**src/rtl/mda_motor_control_ramp_ctrl_if.sv**
```systemverilog
// mda_motor_control_ramp_ctrl_if: command handshake and PWM-generator bus of the ramp controller.
// wdt_tripped exists only when MDA_MOTOR_CONTROL_WATCHDOG_EN is defined.
interface mda_motor_control_ramp_ctrl_if #(
    parameter int unsigned PERIOD_LENGTH = 16
);
    logic                     cmd_valid;
    logic                     cmd_ready;
    logic                     cmd_dir;
    logic [PERIOD_LENGTH-1:0] cmd_duty;
    logic                     cmd_enable;
    logic [PERIOD_LENGTH-1:0] period;
    logic                     pwm_dir;
    logic                     pwm_on;
    logic [PERIOD_LENGTH-1:0] pwm_duty;
    logic                     busy;
`ifdef MDA_MOTOR_CONTROL_WATCHDOG_EN
    logic                     wdt_tripped;
    modport master (output cmd_valid, cmd_dir, cmd_duty, cmd_enable, period,
                    input cmd_ready, pwm_dir, pwm_on, pwm_duty, busy, wdt_tripped);
    modport slave  (input cmd_valid, cmd_dir, cmd_duty, cmd_enable, period,
                    output cmd_ready, pwm_dir, pwm_on, pwm_duty, busy, wdt_tripped);
`else
    modport master (output cmd_valid, cmd_dir, cmd_duty, cmd_enable, period,
                    input cmd_ready, pwm_dir, pwm_on, pwm_duty, busy);
    modport slave  (input cmd_valid, cmd_dir, cmd_duty, cmd_enable, period,
                    output cmd_ready, pwm_dir, pwm_on, pwm_duty, busy);
`endif
endinterface

```
**src/rtl/mda_motor_control_ramp_ctrl.sv**
```systemverilog
// mda_motor_control_ramp_ctrl: slews H-bridge PWM duty toward commanded target with braking and dead-time on reversal.
// Optional command watchdog enabled by MDA_MOTOR_CONTROL_WATCHDOG_EN.
module mda_motor_control_ramp_ctrl #(
    parameter int unsigned PERIOD_LENGTH   = 16,
    parameter int unsigned RAMP_STEP       = 16,
    parameter int unsigned RAMP_DIV        = 1000,
    parameter int unsigned DEADTIME_CYCLES = 500,
    parameter int unsigned WDT_TIMEOUT     = 5000000
) (
    input logic clk,
    input logic reset,
    mda_motor_control_ramp_ctrl_if.slave bus
);
    localparam int W  = PERIOD_LENGTH;
    localparam int PW = $clog2(RAMP_DIV + 1);
    localparam int DW = $clog2(DEADTIME_CYCLES + 1);

    typedef enum logic [1:0] {IDLE, RAMP, BRAKE, DEADTIME} state_e;

    state_e         state_q, state_d;
    logic [W-1:0]   duty_q, duty_d, tduty_q, tduty_d, eff, goal, step;
    logic [W:0]     up;
    logic           dir_q, dir_d, on_q, on_d, rdy_q, rdy_d, busy_q, busy_d;
    logic           tdir_q, tdir_d, ten_q, ten_d, tick, acc, want_dir;
    logic [PW-1:0]  pre_q, pre_d;
    logic [DW-1:0]  dt_q, dt_d;
`ifdef MDA_MOTOR_CONTROL_WATCHDOG_EN
    logic [31:0]    wdt_q, wdt_d;
    logic           trip_q, trip_d;
`endif

    always_comb begin
        acc     = bus.cmd_valid && rdy_q;
        tick    = pre_q == PW'(RAMP_DIV - 1);
        pre_d   = tick ? '0 : pre_q + PW'(1);
        tdir_d  = acc ? bus.cmd_dir : tdir_q;
        tduty_d = acc ? bus.cmd_duty : tduty_q;
        ten_d   = acc ? bus.cmd_enable : ten_q;
`ifdef MDA_MOTOR_CONTROL_WATCHDOG_EN
        wdt_d   = acc ? '0 : (trip_q ? wdt_q : wdt_q + 32'd1);
        trip_d  = !acc && (trip_q || wdt_q == WDT_TIMEOUT - 1);
        ten_d   = ten_d && !trip_d;
`endif
        // A disabled target means "stop in the present direction": never reverse.
        eff      = !ten_q ? '0 : (tduty_q < bus.period ? tduty_q : bus.period);
        want_dir = ten_q ? tdir_q : dir_q;
        goal     = state_q == BRAKE ? '0 : eff;
        up       = {1'b0, duty_q} + (W+1)'(RAMP_STEP);
        step     = duty_q < goal ? (up >= {1'b0, goal} ? goal : up[W-1:0])
                                 : (duty_q - goal <= W'(RAMP_STEP) ? goal : duty_q - W'(RAMP_STEP));
        state_d  = state_q;
        duty_d   = duty_q;
        dir_d    = dir_q;
        dt_d     = '0;
        case (state_q)
            IDLE: begin
                if (want_dir != dir_q)
                    state_d = duty_q != '0 ? BRAKE : DEADTIME;
                else if (duty_q != eff)
                    state_d = RAMP;
            end
            RAMP: begin
                if (want_dir != dir_q)
                    state_d = BRAKE;
                else if (duty_q == eff)
                    state_d = IDLE;
                else if (tick) begin
                    duty_d  = step;
                    state_d = step == eff ? IDLE : RAMP;
                end
            end
            BRAKE: begin
                if (want_dir == dir_q)
                    state_d = RAMP;
                else if (duty_q == '0)
                    state_d = DEADTIME;
                else if (tick)
                    duty_d = step;
            end
            DEADTIME: begin
                duty_d = '0;
                dt_d   = dt_q + DW'(1);
                if (dt_q == DW'(DEADTIME_CYCLES - 1)) begin
                    dir_d   = want_dir;
                    state_d = eff == '0 ? IDLE : RAMP;
                    dt_d    = '0;
                end
            end
        endcase
        on_d   = state_d != DEADTIME && !(duty_d == '0 && !ten_d);
        rdy_d  = state_d != DEADTIME;
        busy_d = state_d != IDLE;
    end

    always_ff @(posedge clk) begin
        if (reset) begin
            state_q <= IDLE;
            duty_q  <= '0;
            dir_q   <= 1'b0;
            on_q    <= 1'b0;
            rdy_q   <= 1'b1;
            busy_q  <= 1'b0;
            tdir_q  <= 1'b0;
            tduty_q <= '0;
            ten_q   <= 1'b0;
            pre_q   <= '0;
            dt_q    <= '0;
`ifdef MDA_MOTOR_CONTROL_WATCHDOG_EN
            wdt_q   <= '0;
            trip_q  <= 1'b0;
`endif
        end else begin
            state_q <= state_d;
            duty_q  <= duty_d;
            dir_q   <= dir_d;
            on_q    <= on_d;
            rdy_q   <= rdy_d;
            busy_q  <= busy_d;
            tdir_q  <= tdir_d;
            tduty_q <= tduty_d;
            ten_q   <= ten_d;
            pre_q   <= pre_d;
            dt_q    <= dt_d;
`ifdef MDA_MOTOR_CONTROL_WATCHDOG_EN
            wdt_q   <= wdt_d;
            trip_q  <= trip_d;
`endif
        end
    end

    assign bus.cmd_ready = rdy_q;
    assign bus.pwm_dir   = dir_q;
    assign bus.pwm_on    = on_q;
    assign bus.pwm_duty  = duty_q;
    assign bus.busy      = busy_q;
`ifdef MDA_MOTOR_CONTROL_WATCHDOG_EN
    assign bus.wdt_tripped = trip_q;
`endif
endmodule
```
**src/flat_wrapper.sv**
```systemverilog
// flat-port wrapper written by rule: the top's interface ports become plain ports
module mda_motor_control_ramp_ctrl_flat 
#(
    parameter int unsigned PERIOD_LENGTH   = 16,
    parameter int unsigned RAMP_STEP       = 16,
    parameter int unsigned RAMP_DIV        = 1000,
    parameter int unsigned DEADTIME_CYCLES = 500,
    parameter int unsigned WDT_TIMEOUT     = 5000000
)
  (clk, reset, bus_cmd_valid, bus_cmd_dir, bus_cmd_duty, bus_cmd_enable, bus_period, bus_cmd_ready, bus_pwm_dir, bus_pwm_on, bus_pwm_duty, bus_busy);
  mda_motor_control_ramp_ctrl_if #(.PERIOD_LENGTH(PERIOD_LENGTH)) bus_i ();
  input logic clk;
  input logic reset;
  input wire logic [$bits(bus_i.cmd_valid)-1:0] bus_cmd_valid;
  input wire logic [$bits(bus_i.cmd_dir)-1:0] bus_cmd_dir;
  input wire logic [$bits(bus_i.cmd_duty)-1:0] bus_cmd_duty;
  input wire logic [$bits(bus_i.cmd_enable)-1:0] bus_cmd_enable;
  input wire logic [$bits(bus_i.period)-1:0] bus_period;
  output wire logic [$bits(bus_i.cmd_ready)-1:0] bus_cmd_ready;
  output wire logic [$bits(bus_i.pwm_dir)-1:0] bus_pwm_dir;
  output wire logic [$bits(bus_i.pwm_on)-1:0] bus_pwm_on;
  output wire logic [$bits(bus_i.pwm_duty)-1:0] bus_pwm_duty;
  output wire logic [$bits(bus_i.busy)-1:0] bus_busy;
  assign bus_i.cmd_valid = bus_cmd_valid;
  assign bus_i.cmd_dir = bus_cmd_dir;
  assign bus_i.cmd_duty = bus_cmd_duty;
  assign bus_i.cmd_enable = bus_cmd_enable;
  assign bus_i.period = bus_period;
  assign bus_cmd_ready = bus_i.cmd_ready;
  assign bus_pwm_dir = bus_i.pwm_dir;
  assign bus_pwm_on = bus_i.pwm_on;
  assign bus_pwm_duty = bus_i.pwm_duty;
  assign bus_busy = bus_i.busy;
  mda_motor_control_ramp_ctrl #(.PERIOD_LENGTH(PERIOD_LENGTH), .RAMP_STEP(RAMP_STEP), .RAMP_DIV(RAMP_DIV), .DEADTIME_CYCLES(DEADTIME_CYCLES), .WDT_TIMEOUT(WDT_TIMEOUT)) u_core (.clk(clk), .reset(reset), .bus(bus_i));
endmodule
```
**config.mk**
```make
export PLATFORM = sky130hd
export DESIGN_NAME = mda_motor_control_ramp_ctrl_flat
export DESIGN_NICKNAME = d
export VERILOG_FILES = /design/src/rtl/mda_motor_control_ramp_ctrl_if.sv /design/src/rtl/mda_motor_control_ramp_ctrl.sv /design/src/flat_wrapper.sv
export SDC_FILE = /design/constraint.sdc
export NUM_CORES = 1
export LEC_CHECK = 0
export CAP_MARGIN = 0
export CORE_UTILIZATION = 55
export CTS_BUF_LIST = sky130_fd_sc_hd__clkbuf_4
export CTS_CLUSTER_DIAMETER = 60
export DETAILED_ROUTE_END_ITERATION = 8
export GPL_TIMING_DRIVEN = 0
export PLACE_DENSITY = 0.77
export SLEW_MARGIN = 20
export SYNTH_ARGS = -nofsm -noshare
export SYNTH_HDL_FRONTEND = slang
export SYNTH_SLANG_ARGS = --single-unit
```
**constraint.sdc**
```tcl
create_clock -name clk -period 7.7 [get_ports clk]
set_input_delay 1.54 -clock clk [delete_from_list [all_inputs] [get_ports clk]]
set_output_delay 1.54 -clock clk [all_outputs]
set_load 0.03 [all_outputs]
```
==> flow_summary.ini <==
[final_layout]
layout.area.seq_um2 = 1180
drive_gt1_frac = 0.127
antennaDiodeCount = 0
area_growth_pct = 19.4
design_area_um2 = 7700
fin_util = 0.674
stdcell_count = 1115
nets = 1051
fill_cells = 1045
multiInputGateArea_um2 = 5080

[worst_hold_path]
hold_class = reg -> reg

[critical_path]
critPathMaxFanout = 9
cp-end-kind = flip-flop
critical_path_class = in -> reg
slowest_delay_ns = 0.53
crit_required_ns = 8.06
critical_path.most_common_cell = nand2_1
slowest_stage = or4_1
cp.arrival_ns = 7.83
startpoint_type = primary input

[synthesis]
yosysWarnings = 0
synth_cell_type_count = 96
ys_seq_elements = 59
ys.flop_type = dfxtp_1
synth_enable_flop_cells = 0
synth_top_cells_by_count = nand2_1, nor2_1, a21oi_1, dfxtp_1, ha_1
syn_inst = 885
ys_seq_area_frac = 0.183
netlist_area_um2 = 6450
synth_area_leaders = dfxtp_1, ha_1, nand2_1, a21oi_1, nor2_1
ys_async_sr_fraction = 0
yosysTopAreaCellShare = 0.183
yosys.area.top_type = dfxtp_1
synth_nets = 969
post-synth-top-count-cell = nand2_1
avgSynthCellArea_um2 = 7.29

[drt]
drcViolationCount = 0
vias_per_cell = 6.61
drt_iter0_markers = 1100
post_drt_wl_per_cell_um = 20.0
route.antenna.remaining_nets = 0
drt-total-wl_mm = 22.3
dr.pass1.iters = 6
via_count = 7372

[place]
io_buffers = 56
gp_congestion = 1.01
dp_slack_ns = -0.771
placed_area_um2 = 7190
dp_cells = 1084
dpl.hpwl_mm = 17.2

[timing]
setup_slack_ns = 0.226
fmax_mhz = 134
worst_slew_pin_slew_ns = 1.04
hold_viol = 0
finClkSkew_ns = 0.0445
fin_crit_sh = 0.971
worst_slew_margin_rel = 0.301
period_needed_ns = 7.47
final-max-slew-violation-count = 0
setup_viol = 0

[power]
cellLeakagePower_uw = 0.00302
p_per_area_nw_per_um2 = 129
p_total_uw = 996
ir_drop_mv = 0.174

[die]
core_area_um2 = 11400
fp.dieH_um = 110
dieArea_um2 = 12200
die_width_um = 110
initial_utilization = 0.565
rows = 39
ios = 57

[flow_run]
drv_cap = 0

[cts]
numClockSinks = 59
htree_levels = 3
ctsHoldBuffers = 0
path_clk_slew_ns = 0.11
clock_path_buffers = 2
cts_tree = done
cts_buffers = 9
insertion_delay_ns = 0.50
clockRootBuffer = clkbuf_4

[grt]
grt_pass1_vias = 6453
antenna_found_initial = 0
grt_pass1_wl_mm = 34.2
gr-total-overflow = 0
grtUsageTotal = 0.374
grt_max_degree = 14

[run_status]
outcome = finished clean
-- report_power, final --
part / switching, uW / internal (uW) / leakage, uW
Combinational: 240 / 164 / 0.00246
Clock: 160 / 105 / 0.0000794
Sequential: 12.0 / 315 / 0.000480
Total: 412 / 583 / 0.00302
-- kinds of logic (layout without fill, tap and decap cells) --
logic type | count (synthesis) | in the layout | synth area share
buffers and inverters | 101 | 188 | 0.0658
AND/OR/NAND/NOR | 368 | 368 | 0.291
multiplexers | 12 | 12 | 0.0200
adder cells (fa/ha/maj) | 47 | 47 | 0.0912
XOR/XNOR | 49 | 49 | 0.0666
flip-flops | 59 | 59 | 0.183
AO/OA/AOI/OAI | 249 | 249 | 0.283
-- per-stage QoR --
step	TNS [ns]	hold WS, ns
detailed placement	-7.26	0.459
finish	0	0.479
floorplan	0	0.426
CTS	0	0.485
global placement	-8.70	0.443
global route	-0.0310	0.513
-- cell type report --
class,count,share of cell area
Tap cell,143,0.0232
Sequential cell,59,0.153
Clock buffer,9,0.00878
Timing Repair Buffer,73,0.0894
Buffer,53,0.0322
Multi-Input combinational cell,725,0.660
Inverter,46,0.0224
Clock inverter,7,0.0109
-- critical path: cells and delay by family --
family,cells,cell delay [ns]
compound gates,7,1.43
buf+inv,6,1.56
fa+ha+maj,2,0.70
mux,1,0.14
simple gates,10,2.44
-- state kept, by name, summed over array words and instances, names as in the netlist --
signal,cells
u_core.bus.busy,1
u_core.ten_q,1
u_core.dt_q,9
u_core.bus.pwm_dir,1
u_core.bus.cmd_ready,1
u_core.bus.pwm_on,1
u_core.tduty_q,16
u_core.bus.pwm_duty,16
u_core.pre_q,10
u_core.state_q,2
u_core.tdir_q,1
-- layer usage --
layer | vias to the layer above | wire (um) | global-route usage
li1 | 3463 | - | -
met1 | 3405 | 9920 | 0.539
met2 | 444 | 9090 | 0.549
met3 | 60 | 2660 | 0.0794
met4 | 0 | 626 | 0.118
met5 | - | 0 | 0
-- placed cells by master (no fill, tap or decap), types with 6 or more instances in the layout --
cell,n
a211oi_1,8
a21o_1,6
a21oi_1,60
a21oi_2,6
a221oi_1,7
a22oi_1,9
and2_1,11
and3_1,8
buf_2,7
buf_4,22
clkbuf_1,32
clkbuf_4,10
clkdlybuf4s50_1,56
dfxtp_1,59
ha_1,44
inv_1,43
mux2i_1,7
nand2_1,97
nand2b_1,8
nand3_1,39
nand4_1,26
nor2_1,76
nor2b_1,9
nor3_1,23
nor4_1,11
o211ai_1,14
o21a_1,10
o21ai_0,24
o21ai_1,6
o22ai_1,6
or3_1,9
or4_1,8
xnor2_1,28
xor2_1,19
-- worst paths after layout --
check	startpoint	end	slack, ns	cells after the start
max	bus_period[7]	u_core.bus.busy$_SDFF_PP0_	0.23	26
max reg2reg	u_core.tduty_q[14]$_SDFFE_PP0P_	u_core.bus.busy$_SDFF_PP0_	1.46	24
min	u_core.dt_q[0]$_SDFF_PP0_	u_core.dt_q[0]$_SDFF_PP0_	0.48	1
min reg2reg	u_core.dt_q[0]$_SDFF_PP0_	u_core.dt_q[0]$_SDFF_PP0_	0.48	1
-- timing repair --
action                     in CTS  in global routing
pin swaps                       4                 14
setup endpoints to repair       8                  6
resized for setup              11                 43
buffers inserted                3                 14
No activity file was read; power rests on OpenSTA's default activity.
